$ cat src/rtl/uart_tx_stim.sv
// UART transmitter for the stimulus side of the link: valid/ready byte FIFO feeding an 8N1 serializer.
// Define UART_TX_PARITY_EN to insert a parity bit (8E1/8O1, sense set by PARITY_ODD).
module uart_tx_stim #(
   parameter int CLK_DIV    = 434,
   parameter int DEPTH      = 8,
   parameter int STOP_BITS  = 1,
   parameter int PARITY_ODD = 0
) (
   input  logic                     clock,
   input  logic                     reset_n,
   input  logic                     in_valid,
   output logic                     in_ready,
   input  logic [7:0]               in_data,
   output logic                     txd,
   output logic                     busy,
   output logic [$clog2(DEPTH):0]   fifo_count,
   output logic [31:0]              frames_sent
);

   localparam int PW = $clog2(DEPTH);
   localparam int CW = $clog2(STOP_BITS * CLK_DIV);
   localparam logic [CW-1:0] BIT_LOAD  = CW'(CLK_DIV - 1);
   localparam logic [CW-1:0] STOP_LOAD = CW'(STOP_BITS * CLK_DIV - 1);
   localparam logic [PW:0]   FULL      = (PW + 1)'(DEPTH);

   if (CLK_DIV < 2 || CLK_DIV > 65535 || DEPTH < 2 || DEPTH > 64 ||
       (DEPTH & (DEPTH - 1)) != 0 || STOP_BITS < 1 || STOP_BITS > 2 ||
       PARITY_ODD < 0 || PARITY_ODD > 1) begin : g_param_err
      $error("uart_tx_stim: illegal parameter value");
   end

   typedef enum logic [2:0] {
      S_IDLE,
      S_START,
      S_DATA,
`ifdef UART_TX_PARITY_EN
      S_PARITY,
`endif
      S_STOP
   } state_e;

   state_e           state_q, state_d;
   logic [CW-1:0]    cnt_q, cnt_d;
   logic [2:0]       bit_idx_q, bit_idx_d;
   logic [7:0]       shift_q, shift_d;
   logic             txd_q, txd_d;
   logic             busy_q, busy_d;
   logic             ready_q, ready_d;
   logic [PW-1:0]    wr_ptr_q, wr_ptr_d;
   logic [PW-1:0]    rd_ptr_q, rd_ptr_d;
   logic [PW:0]      count_q, count_d;
   logic [31:0]      frames_q, frames_d;
   logic [7:0]       mem_q [DEPTH];

   logic             push, pop, frame_done, bit_end;
   logic [7:0]       head;

   assign push    = in_valid && ready_q;
   assign head    = mem_q[rd_ptr_q];
   assign bit_end = (cnt_q == '0);

   always_comb begin
      state_d    = state_q;
      bit_idx_d  = bit_idx_q;
      shift_d    = shift_q;
      pop        = 1'b0;
      frame_done = 1'b0;
      cnt_d      = bit_end ? cnt_q : cnt_q - CW'(1);

      unique case (state_q)
         S_IDLE: begin
            if (count_q != '0) begin
               pop     = 1'b1;
               shift_d = head;
               cnt_d   = BIT_LOAD;
               state_d = S_START;
            end
         end
         S_START: begin
            if (bit_end) begin
               bit_idx_d = '0;
               cnt_d     = BIT_LOAD;
               state_d   = S_DATA;
            end
         end
         S_DATA: begin
            if (bit_end) begin
               if (bit_idx_q == 3'd7) begin
`ifdef UART_TX_PARITY_EN
                  cnt_d   = BIT_LOAD;
                  state_d = S_PARITY;
`else
                  cnt_d   = STOP_LOAD;
                  state_d = S_STOP;
`endif
               end else begin
                  bit_idx_d = bit_idx_q + 3'd1;
                  cnt_d     = BIT_LOAD;
               end
            end
         end
`ifdef UART_TX_PARITY_EN
         S_PARITY: begin
            if (bit_end) begin
               cnt_d   = STOP_LOAD;
               state_d = S_STOP;
            end
         end
`endif
         S_STOP: begin
            if (bit_end) begin
               frame_done = 1'b1;
               // Chain straight into the next start bit so queued bytes leave no idle gap.
               if (count_q != '0) begin
                  pop     = 1'b1;
                  shift_d = head;
                  cnt_d   = BIT_LOAD;
                  state_d = S_START;
               end else begin
                  state_d = S_IDLE;
               end
            end
         end
         default: state_d = S_IDLE;
      endcase
   end

   always_comb begin
      txd_d = 1'b1;
      unique case (state_d)
         S_START:  txd_d = 1'b0;
         S_DATA:   txd_d = shift_d[bit_idx_d];
`ifdef UART_TX_PARITY_EN
         S_PARITY: txd_d = (^shift_d) ^ (PARITY_ODD != 0);
`endif
         default:  txd_d = 1'b1;
      endcase
   end

   always_comb begin
      wr_ptr_d = push ? wr_ptr_q + PW'(1) : wr_ptr_q;
      rd_ptr_d = pop  ? rd_ptr_q + PW'(1) : rd_ptr_q;
      unique case ({push, pop})
         2'b10:   count_d = count_q + (PW + 1)'(1);
         2'b01:   count_d = count_q - (PW + 1)'(1);
         default: count_d = count_q;
      endcase
      ready_d  = (count_d != FULL);
      busy_d   = (state_d != S_IDLE) || (count_d != '0);
      frames_d = frame_done ? frames_q + 32'd1 : frames_q;
   end

   always_ff @(posedge clock or negedge reset_n) begin
      if (!reset_n) begin
         state_q   <= S_IDLE;
         cnt_q     <= '0;
         bit_idx_q <= '0;
         shift_q   <= '0;
         txd_q     <= 1'b1;
         busy_q    <= 1'b0;
         ready_q   <= 1'b1;
         wr_ptr_q  <= '0;
         rd_ptr_q  <= '0;
         count_q   <= '0;
         frames_q  <= '0;
      end else begin
         state_q   <= state_d;
         cnt_q     <= cnt_d;
         bit_idx_q <= bit_idx_d;
         shift_q   <= shift_d;
         txd_q     <= txd_d;
         busy_q    <= busy_d;
         ready_q   <= ready_d;
         wr_ptr_q  <= wr_ptr_d;
         rd_ptr_q  <= rd_ptr_d;
         count_q   <= count_d;
         frames_q  <= frames_d;
      end
   end

   // Storage needs no reset: the pointers define what is valid.
   always_ff @(posedge clock) begin
      if (push) mem_q[wr_ptr_q] <= in_data;
   end

   assign txd         = txd_q;
   assign busy        = busy_q;
   assign in_ready    = ready_q;
   assign fifo_count  = count_q;
   assign frames_sent = frames_q;

endmodule

$ cat config.mk
export PLATFORM = sky130hd
export DESIGN_NAME = uart_tx_stim
export DESIGN_NICKNAME = d
export VERILOG_FILES = /design/src/rtl/uart_tx_stim.sv
export SDC_FILE = /design/constraint.sdc
export NUM_CORES = 1
export LEC_CHECK = 0
export CORE_MARGIN = 2
export CORE_UTILIZATION = 30
export CTS_BUF_LIST = sky130_fd_sc_hd__clkbuf_16
export DETAILED_ROUTE_END_ITERATION = 8
export PLACE_DENSITY = 0.49
export SLEW_MARGIN = 5
export SYNTH_ARGS = -nofsm -noshare
export SYNTH_HDL_FRONTEND = slang
export SYNTH_SLANG_ARGS = --single-unit
$ cat constraint.sdc
create_clock -name clock -period 3.1 [get_ports clock]
set_clock_uncertainty 0.05 [all_clocks]
set_input_delay 0.465 -clock clock [delete_from_list [all_inputs] [get_ports clock]]
set_output_delay 0.465 -clock clock [all_outputs]
set_load 0.01 [all_outputs]
-- Word level (Yosys, flattened, before mapping)
Memory sizes are Yosys's and may differ from the RTL's.
Index checks and enable logic that the tools add are counted.
- input port bits: 11
- bits in writable memories: 64
- output and inout port bits: 39
- memories kept: 1
- word-level logic and storage cells: 67
- register bits after elaboration: 68
- memories (name ; words ; width ; rd ports ; clocked after memory_dff ; write ports ; RTL line ; source):
    mem_q ; 8 ; 8 ; 1 ; 0 ; 1 ; 53 ; logic [7:0] mem_q [DEPTH];
- multiplexer cells: 30
- reductions and logical operators: 8
- magnitude comparators: 1
- add/subtract/negate cells: 7
- equal/unequal tests: 9
- operator list (operator ; count):
    9-bit two-way mux ; 4
    32-bit by 1-bit adder with 32-bit output, second input constant ; 1
    9-bit case mux with 3 select lines ; 1
    3-bit two-way mux ; 8
    8-bit two-way mux ; 2
    8-bit case mux with 2 select lines ; 1
    3-bit case mux with 4 select lines ; 1
    3-bit by 1-bit adder with 3-bit output, second input constant ; 3
    3-bit by 2-bit equality test with 1-bit output, second input constant ; 3
    9-bit zero test ; 1
    9-bit by 1-bit subtractor with 9-bit output, second input constant ; 1
    1-bit two-way mux ; 8
    4-bit case mux with 2 select lines ; 1
    4-bit nonzero test ; 2
    3-bit by 1-bit equality test with 1-bit output, second input constant ; 2
    3-bit case mux with 2 select lines ; 1
    4-bit by 1-bit adder with 4-bit output, second input constant ; 1
    3-bit by 4-bit < comparator with 1-bit output, second input constant ; 1
    4-bit != test, second input constant ; 1
    1-bit case mux with 2 select lines ; 2
    4-bit by 1-bit subtractor with 4-bit output, second input constant ; 1
    1-bit binary-select mux with 3-bit select ; 1
    3-bit equality test, second input constant ; 1
    3-bit zero test ; 1
    6 further kinds ; 6

-- Longest topological paths before layout
Gate-level depths: netlist (run 1).
- depth in word-level cells: 8
- depth in mapped cells: 12
- mapped depth without buffers: 12

-- Worst setup path before layout (run 1)
No wires, ideal clock.
- path kind: reg-to-reg
- start point: register cnt_q[0]
- end point: register busy_q, in the netlist busy
- arrival time: 2949 ps
- library setup time: 139 ps
- buffers on the path: 0
- data required time: 2911 ps
- clock period less this slack: 3138 ps
- cell stages (with the launch flop): 13
- setup slack: -38 ps
- cell sequence: dfrtp_1 > inv_1 > ha_1 > or4b_1 > o31ai_4 > nand3_1 > xnor2_1 > ha_1 > a21oi_1 > xnor2_1 > nor2_1 > xor2_1 > or4_1
- longest elaborated chain between the ends: 7
- elaborated cells on any way between the ends: 13
- classes of those cells: 2 x eq/ne; 7 x mux; 4 x reduce/logical
- ends and longest elaborated chain (item ; RTL line ; source):
    start: declaration ; 43 ; logic [CW-1:0] cnt_q, cnt_d;
    start signal: assignment ; 168 ; cnt_q <= cnt_d;
    9-bit zero test * ; 60 ; assign bit_end = (cnt_q == '0);
    1-bit two-way mux * ; 111 ; if (bit_end) begin
    1-bit case mux with 2 select lines * ; 70 ; unique case (state_q)
    2-bit by 1-bit equality test with 1-bit output or 2-bit equality test (tied branches) ; 143 ; unique case ({push, pop})
    4-bit case mux with 2 select lines * ; 143 ;
    via count_d[2] ; 51 ; logic [PW:0] count_q, count_d;
    4-bit nonzero test * ; 149 ; busy_d = (state_d != S_IDLE) || (count_d != '0);
    1-bit logical OR * ; 149 ;
    via busy_d ; 47 ; logic busy_q, busy_d;
    end signal: assignment ; 172 ; busy_q <= busy_d;
    end: declaration ; 47 ;
Mark *: on every way through the listed nets, which the timed path passes. The rest lies on a longest branch.
A chain may end at the register's enable or synchronous reset.

-- Worst setup path in the final report (run 1)
- start point: register cnt_q[1]
- end point: register busy_q, in the netlist busy
The elaborated chain is that of the path after synthesis.

==> results of run 1 <==
## cells by family (layout without fill, tap and decap cells)
group	Yosys count	count (layout)
adder cells (fa/ha/maj)	9	9
other	1	1
AO/OA/AOI/OAI	42	42
buffers and inverters	27	125
multiplexers	30	30
XOR/XNOR	47	47
flip-flops	132	132
AND/OR/NAND/NOR	134	134
## layout by cell type (no fill, tap or decap), types with 5 or more instances in the layout
master	synthesis	final
nand4_1	8	8
nand2_1	29	29
buf_4	0	28
xor2_1	16	16
ha_1	9	6
dfrtp_1	66	66
mux2i_1	6	6
mux4_2	16	16
inv_1	13	11
nor2_1	30	30
mux2_2	8	8
nor3_1	14	14
nand3_1	13	12
edfxtp_1	64	64
clkbuf_16	0	17
clkinv_4	0	5
and3_1	6	6
xnor2_1	31	30
clkdlybuf4s50_1	0	48
a21oi_2	3	5
a21oi_1	12	10
## synth_stat cells, types with 2 or more instances
master	count	area share, %
edfxtp_1	64	33
nand2b_1	2	0.21
nor3_1	14	1.2
or2_2	4	0.42
a2111oi_0	4	0.59
buf_6	5	0.95
o21ai_0	5	0.42
nor4_1	4	0.42
inv_1	13	0.83
nor2b_1	2	0.21
nand3_2	2	0.34
nand2_1	29	1.8
ha_1	9	1.9
xor2_1	16	2.4
a21oi_1	12	1.0
nor4_4	2	0.72
dfrtp_1	66	28
mux2_2	8	1.5
nand3_1	13	1.1
nand4_1	8	0.85
and4_1	2	0.30
a21oi_2	3	0.45
mux4_2	16	6.1
nor2_1	30	1.9
mux2i_1	6	1.0
dfstp_2	2	0.89
clkbuf_1	5	0.32
nor3_2	4	0.68
and3_1	6	0.64
o22ai_1	2	0.21
buf_2	3	0.25
a221o_1	2	0.34
xnor2_1	31	4.6
## path summary, 6_finish.rpt
path / startpoint / end / slack [ns] / cells past startpoint
max: cnt_q[1] / busy / 0.13 / 12
min: reset_n / cnt_q[4] / 0.04 / 1
max reg2reg: cnt_q[1] / busy / 0.13 / 12
min reg2reg: frames_sent[31] / frames_sent[31] / 0.42 / 1
max in group asynchronous: reset_n / txd / 2.26 / 2
min in group clock: frames_sent[31] / frames_sent[31] / 0.42 / 1
## power by group through the flow
stage               Combinational (W)  Sequential [W]  Clock, W
global route                  0.00175         0.00245   0.00224
floorplan                     0.00109         0.00235         0
finish                        0.00157         0.00241   0.00213
CTS                           0.00153         0.00241   0.00217
detailed placement            0.00152         0.00245         0
global placement              0.00150         0.00244         0
## area by class of cell
| cell class | instances | area [um2] |
|---|---|---|
| multi-input combinational | 263 | 2200 |
| inverter | 14 | 52.6 |
| timing repair buffer | 79 | 736 |
| clock buffer | 17 | 425 |
| tap | 265 | 332 |
| fill | 1874 | 11800 |
| clock inverter | 15 | 205 |
| sequential | 132 | 3630 |
## worst reg2reg max path: cells and delay by family, from the launching register on
kind	cells	cell delay [ns]
xor+xnor	3	0.43
buf+inv	1	0.09
fa+ha+maj	2	0.31
compound gates	2	0.40
simple gates	4	1.17
flops	1	0.39
## per-stage QoR
stage / power, W / hold slack (ns) / instance area [um2] / setup slack (ns)
after global placement: 0.00394 / 0.411 / 6860 / 0.0676
after global routing: 0.00644 / 0.0824 / 7570 / -0.0344
final: 0.00611 / 0.0356 / 7570 / 0.129
after detailed placement: 0.00397 / 0.415 / 6860 / 0.0141
after floorplan: 0.00344 / 0.119 / 5900 / 0.0474
after CTS: 0.00612 / 0.0472 / 7490 / 0.00130
## sequential cells by signal, indices dropped and copies added (netlist names), 3 cells and up
name and count:
rd_ptr_q 3, wr_ptr_q 3, bit_idx_q 3, mem_q 64, fifo_count 4, frames_sent 32, shift_q 8, cnt_q 9
state_q 3
## layer usage
| layer | wire length, um | up-vias | global-route usage, % |
|---|---|---|---|
| li1 | - | 1739 | - |
| met5 | 0 | - | 0 |
| met2 | 6010 | 53 | 21.5 |
| met1 | 5440 | 1823 | 14.8 |
| met3 | 364 | 15 | 3.28 |
| met4 | 205 | 0 | 5.31 |
## timing repair
action / 4_1_cts / 5_1_grt
gates resized for setup: 0 / 18
hold endpoints to repair: 0 / 0
setup endpoints to repair: 0 / 3
buffers inserted: 0 / 1
==> impl_metrics.json, run 1 <==
{
  "wire_per_inst_um": 15.3,
  "max_cap_viol_count": 0,
  "drc_errors": 0,
  "htreeDepth": 4,
  "antenna_found_initial": 0,
  "ios": 50,
  "p_leak_nw": 2.87,
  "synth-compound-area-share_pct": 5.41,
  "root_buffer": "clkbuf_16",
  "yosys_warnings": 0,
  "grt.overflow.total": 0,
  "p_per_area_mw_per_mm2": 807,
  "p_comb_share_pct": 25.7,
  "fmaxAchievable_ghz": 0.337,
  "nets": 527,
  "seqPwrFrac_pct": 39.5,
  "stdcell_count": 785,
  "hold_viol": 0,
  "crit_chain": "inv_2, ha_4, or4b_4, o31ai_4, nand3_2, xnor2_2, ha_2, a21oi_2, xnor2_1, nor2_1, xor2_1, or4_1",
  "synth-main-ff-cell": "dfrtp_1",
  "worst_pin_slew_ns": 0.679,
  "crit_slowest_cell": "or4b_4",
  "clock_latency_ns": 0.42,
  "synthXorXnorAreaFrac_pct": 6.98,
  "post-route-util_pct": 39.0,
  "vdd_drop_max_uv": 475,
  "slew_violations": 0,
  "clkPwrFrac_pct": 34.8,
  "dp.cells": 752,
  "cts_sinks": 132,
  "syn_area_mm2": 0.00590,
  "core_area_mm2": 0.0194,
  "syn2layout_area_growth_pct": 28.4,
  "detail_route.vias_per_cell": 4.62,
  "cts_tree": "yes",
  "die_area_mm2": 0.0208,
  "p_sw_w": 0.00179,
  "diodes": 0,
  "cp_num_buf_inv": 1,
  "portBuffers": 49,
  "initial_utilization_pct": 30.4,
  "internal-power_w": 0.00432,
  "grt_max_degree": 42,
  "finalSetupViolCount": 0,
  "rows": 51,
  "synth_enable_flop_cells": 64,
  "totalWireLength_um": 12000,
  "yosys.area_share.simple_pct": 13.1,
  "synth_top_family_by_area": "simple AND/OR/NAND/NOR gates",
  "syn_nets": 442,
  "timing.slew.headroom_pct": 54.8,
  "cp_max_fo": 3,
  "critical_path.endpoint_type": "flip-flop",
  "via_count": 3630,
  "rsz0062_at_grt": "true",
  "initialDrtViolationCount": 226,
  "min_path_type": "primary input to async pin",
  "grt_pass1_vias": 3814,
  "cp.required_ns": 3.34,
  "grt_pass1_wl_um": 19400,
  "cp-start-kind": "flip-flop",
  "drt-pass1-iter-count": 4,
  "cp_top_family": "simple AND/OR/NAND/NOR gates",
  "place.gp.congestion": 0.784,
  "criticalPathCategory": "flip-flop to flip-flop",
  "synthCells": 422,
  "cts_buffers": 17,
  "die_w_um": 144,
  "synthAdderAreaFrac_pct": 1.91,
  "dpl.hpwl_um": 8220,
  "ys_async_sr_fraction_pct": 51.5,
  "ys_types": 61,
  "drive_above_1_share_pct": 24.2,
  "avgSynthCellArea_um2": 14.0,
  "p_sw_share_pct": 29.3,
  "ctsHoldBuffers": 0,
  "fp.dieH_um": 144,
  "crit_path_max_incr_delay_ns": 0.51,
  "fin_crit_sh_pct": 95.8,
  "ys_ff_latch": 132,
  "yosysSeqAreaShare_pct": 61.5,
  "synth_mux_area_share_pct": 8.65,
  "clk_pin_slew_ns": 0.06,
  "cts.path.max_buffers": 2,
  "status": "finished clean",
  "grt.total_usage_pct": 12.5,
  "crit_arrival_ns": 3.21,
  "finalCriticalPeriod_ns": 2.97,
  "tns_ns": 0,
  "drt.antenna.violating_nets": 0
}
No activity file was read; power rests on OpenSTA's default activity.
==> inputs of run 2 (changes only) <==
- RECOVER_POWER: default -> 50
==> impl_metrics.json, run 2 (same netlist as run 1, synthesis figures left out) <==
{
  "status": "complete, but fails checks",
  "violations": "max-capacitance violations, max-slew violations",
  "crit_slowest_cell": "or4b_4",
  "hold_viol": 0,
  "antenna_found_initial": 0,
  "layout_common_cells": "dfrtp_1 (66), edfxtp_1 (64), clkdlybuf4s50_1 (40)",
  "ctsHoldBuffers": 0,
  "ios": 50,
  "initial_utilization_pct": 30.4,
  "drc_errors": 0,
  "r2r-end": "busy",
  "initialDrtViolationCount": 234,
  "via_count": 3630,
  "cp.required_ns": 3.34,
  "drive_above_1_share_pct": 24.0,
  "die_w_um": 144,
  "core_area_mm2": 0.0194,
  "portBuffers": 49,
  "cts_tree": "yes",
  "die_area_mm2": 0.0208,
  "totalWireLength_um": 12000,
  "met1_length_um": 5380,
  "fp.dieH_um": 144,
  "clkPwrFrac_pct": 34.9,
  "grt.overflow.total": 0,
  "p_per_area_mw_per_mm2": 808,
  "finalCriticalPeriod_ns": 2.98,
  "slew_violations": 29,
  "crit_chain": "inv_2, ha_4, or4b_4, o31ai_4, nand3_2, xnor2_2, ha_2, a21oi_2, xnor2_1, nor2_1, xor2_1, or4_1",
  "regMostFlops": "mem_q",
  "cts_buffers": 17,
  "critical_path.endpoint_type": "flip-flop",
  "rsz0062_at_grt": "true",
  "r2r_cells": 12,
  "detail_route.vias_per_cell": 4.62,
  "p_sw_share_pct": 29.4,
  "crit_arrival_ns": 3.22,
  "final_common_cell": "dfrtp_1",
  "cts.path.max_buffers": 2,
  "fmaxAchievable_ghz": 0.335,
  "max_cap_viol_count": 1,
  "post-route-util_pct": 39.0,
  "finalSetupViolCount": 0,
  "nets": 527,
  "crit_path_max_incr_delay_ns": 0.51,
  "clk_pin_slew_ns": 0.06,
  "fin_crit_sh_pct": 96.2,
  "timing.slew.headroom_pct": -2.81,
  "seqPwrFrac_pct": 39.5,
  "cp_max_fo": 3,
  "root_buffer": "clkbuf_16",
  "rrSetupSlack_ns": 0.12,
  "cp_num_buf_inv": 1,
  "drt-pass1-iter-count": 4,
  "place.gp.congestion": 0.784,
  "worst_pin_slew_ns": 1.54,
  "grt_max_degree": 42,
  "dpl.hpwl_um": 8220,
  "route.met3.wl_um": 381,
  "clock_latency_ns": 0.42,
  "syn2layout_area_growth_pct": 28.1,
  "reg2reg_from": "cnt_q[1]",
  "p_comb_share_pct": 25.6,
  "cp-start-kind": "flip-flop",
  "p_leak_nw": 2.86,
  "largest_reg_flops": 64,
  "grt_pass1_wl_um": 19400,
  "drt.antenna.violating_nets": 0,
  "cts_sinks": 132,
  "routed.top_layer": "met4",
  "hold_slack_ns": 0.371,
  "grt_pass1_vias": 3814,
  "htreeDepth": 4,
  "internal-power_w": 0.00432,
  "min_path_type": "primary input to async pin",
  "tns_ns": 0,
  "rows": 51,
  "vdd_drop_max_uv": 475,
  "wl_met2_um": 6040,
  "grt.total_usage_pct": 12.5,
  "p_sw_w": 0.00179,
  "cp_top_family": "simple AND/OR/NAND/NOR gates",
  "criticalPathCategory": "flip-flop to flip-flop",
  "diodes": 0,
  "wire_per_inst_um": 15.3
}
## run 2: layer usage
layer  up-vias  GRT usage, %
met5         -             0
met4         0          5.31
met3        14          3.28
met2        57          21.5
met1      1819          14.8
li1       1740             -
## run 2: stage by stage
| step | worst slack [ns] | power [W] | instance area (um2) | instances |
|---|---|---|---|---|
| detailed placement | 0.0141 | 0.00397 | 6860 | 752 |
| CTS | 0.00130 | 0.00612 | 7490 | 784 |
| finish | 0.117 | 0.00611 | 7560 | 785 |
| global placement | 0.0676 | 0.00394 | 6860 | 752 |
| global route | -0.0344 | 0.00644 | 7560 | 785 |
| floorplan | 0.0474 | 0.00344 | 5900 | 422 |
## run 2: power by group through the flow
stage	Clock [W]	Combinational [W]	Sequential [W]
floorplan	0	0.00109	0.00235
global placement	0	0.00150	0.00244
detailed placement	0	0.00152	0.00245
CTS	0.00217	0.00153	0.00241
global route	0.00224	0.00174	0.00245
finish	0.00213	0.00157	0.00241
## run 2: worst max path at each step
stage,startpoint,endpoint,cells after the start
6_report,cnt_q[1],busy,12
3_5_place_dp,cnt_q[1],busy,11
5_1_grt,cnt_q[1],busy,12
3_3_place_gp,cnt_q[1],busy,12
2_1_floorplan,cnt_q[0],busy,12
4_1_cts,cnt_q[1],busy,11
## run 2: timing repair
item,4_1_cts,5_1_grt
buffers inserted,0,1
setup endpoints to repair,0,3
gates resized for setup,0,18
## run 2: cell type report
cell class	instances	area [um2]
Timing Repair Buffer	79	719
Multi-Input combinational cell	263	2200
Fill cell	1877	11800
Clock buffer	17	425
Clock inverter	15	205
Sequential cell	132	3630
Inverter	14	52.6
Tap cell	265	332
==> inputs of run 3 (changes only) <==
- CORE_MARGIN: 2 -> 10
==> impl_metrics.json, run 3 (same netlist as run 1, synthesis figures left out) <==
{
  "reg2reg_from": "cnt_q[0]",
  "r2r-end": "busy",
  "nets": 527,
  "crit_slowest_cell": "or4b_4",
  "clk_pin_slew_ns": 0.06,
  "placed_area_mm2": 0.00687,
  "die_w_um": 160,
  "critical_path.endpoint_type": "flip-flop",
  "tns_ns": 0,
  "antenna_found_initial": 0,
  "grt.total_usage_pct": 9.82,
  "detail_route.vias_per_cell": 4.55,
  "finalCriticalPeriod_ns": 3.03,
  "initial_utilization_pct": 30.4,
  "layout_common_cells": "dfrtp_1 (66), edfxtp_1 (64), clkdlybuf4s50_1 (40)",
  "drt-pass1-iter-count": 4,
  "p_sw_share_pct": 29.4,
  "internal-power_w": 0.00410,
  "status": "complete, but fails checks",
  "dp.cells": 751,
  "initialDrtViolationCount": 205,
  "totalWireLength_um": 12200,
  "p_comb_share_pct": 26.4,
  "crit_path_max_incr_delay_ns": 0.52,
  "drc_errors": 0,
  "rows": 51,
  "crit_chain": "inv_2, ha_1, or4b_4, o31ai_4, nand3_2, xnor2_1, ha_2, a21oi_2, xnor2_1, nor2_1, xor2_1, or4_1",
  "drive_above_1_share_pct": 21.9,
  "cp_num_buf_inv": 1,
  "p_sw_w": 0.00171,
  "crit_top_cell": "xnor2_1",
  "clkPwrFrac_pct": 32.0,
  "grt_pass1_wl_um": 20100,
  "design_area_mm2": 0.00743,
  "post-route-util_pct": 38.3,
  "grt_max_degree": 41,
  "drt.antenna.violating_nets": 0,
  "cp.required_ns": 3.32,
  "p_leak_nw": 2.82,
  "final_common_cell": "dfrtp_1",
  "r2r_cells": 12,
  "cts_tree": "yes",
  "crit_cells": 12,
  "htreeDepth": 4,
  "wire_per_inst_um": 15.6,
  "hold_viol": 0,
  "crit_arrival_ns": 3.25,
  "rrSetupSlack_ns": 0.07,
  "stdcell_count": 785,
  "p_per_area_mw_per_mm2": 782,
  "grt_pass1_vias": 3801,
  "hold_start": "frames_sent[31]",
  "cp-start-kind": "flip-flop",
  "finalSetupViolCount": 0,
  "dpl.hpwl_um": 8450,
  "timing.slew.headroom_pct": -11.2,
  "grt.overflow.total": 0,
  "via_count": 3568,
  "criticalPathCategory": "flip-flop to flip-flop",
  "clock_latency_ns": 0.41,
  "diodes": 0,
  "core_area_mm2": 0.0194,
  "slew_violations": 30,
  "cts.path.max_buffers": 2,
  "min_path_type": "flip-flop to flip-flop",
  "worst_pin_slew_ns": 1.67,
  "hold_slack_ns": 0.415,
  "fp.dieH_um": 160,
  "seqPwrFrac_pct": 41.6,
  "regMostFlops": "mem_q",
  "cts_buffers": 17,
  "cp_top_family": "simple AND/OR/NAND/NOR gates",
  "place.gp.congestion": 0.770,
  "cts_sinks": 132,
  "violations": "max-capacitance violations, max-slew violations",
  "cp_max_fo": 4,
  "max_cap_viol_count": 1,
  "vdd_drop_max_uv": 429,
  "root_buffer": "clkbuf_16",
  "largest_reg_flops": 64,
  "worstHoldEndpoint": "frames_sent[31]",
  "portBuffers": 49,
  "holdPathStages": 1,
  "die_area_mm2": 0.0257,
  "syn2layout_area_growth_pct": 25.9,
  "ios": 50,
  "fmaxAchievable_ghz": 0.330,
  "rsz0062_at_grt": "true",
  "fin_crit_sh_pct": 97.7
}
==> run 3: power by group through the flow <==
| stage | Combinational [W] | Clock, W | Sequential, W |
|---|---|---|---|
| 2_1_floorplan | 0.00109 | 0 | 0.00235 |
| 3_3_place_gp | 0.00153 | 0 | 0.00244 |
| 3_5_place_dp | 0.00155 | 0 | 0.00245 |
| 4_1_cts | 0.00156 | 0.00191 | 0.00242 |
| 5_1_grt | 0.00170 | 0.00200 | 0.00246 |
| 6_report | 0.00153 | 0.00186 | 0.00242 |
==> run 3: area by class of cell <==
cell class	count	area, um2
Inverter	14	52.6
Sequential cell	132	3630
Tap cell	265	332
Multi-Input combinational cell	263	2150
Clock inverter	15	124
Fill cell	1888	12000
Timing Repair Buffer	79	719
Clock buffer	17	425
==> run 3: stage by stage <==
step                      worst slack [ns]  total power (W)
after floorplan                     0.0474          0.00344
after global placement              0.0443          0.00397
final                               0.0701          0.00581
after global routing               -0.0536          0.00615
after detailed placement           -0.0459          0.00399
after CTS                          0.00478          0.00589
==> run 3: worst register-to-register path, delay by kind of cell (launching register included) <==
family | cells | cell delay (ns)
and+or+nand+nor | 4 | 1.19
xor gates and xnor gates | 3 | 0.44
AOI/OAI and AO/OA | 2 | 0.43
DFF | 1 | 0.39
adders and majority gates | 2 | 0.34
buffers and inverters | 1 | 0.07
==> run 3: how the worst max path moves through the flow <==
stage                        start    to
after floorplan           cnt_q[0]  busy
after global placement    cnt_q[1]  busy
after detailed placement  cnt_q[1]  busy
after CTS                 cnt_q[0]  busy
after global routing      cnt_q[1]  busy
final                     cnt_q[0]  busy
==> run 3: layer usage <==
layer	share of wire, %	up-vias	GRT usage, %
met1	45	1771	11.5
met2	50	55	16.6
met4	1.0	0	3.17
li1	-	1730	-
met3	3.5	12	3.16
met5	0	-	0
==> run 3: repair_timing <==
| action | 4_1_cts | 5_1_grt |
|---|---|---|
| hold buffers | 0 | 0 |
| setup buffers | 0 | 2 |
| pin swaps | 1 | 5 |
| hold endpoints to repair | 0 | 0 |
| setup endpoints to repair | 1 | 2 |
| gates resized for setup | 1 | 7 |
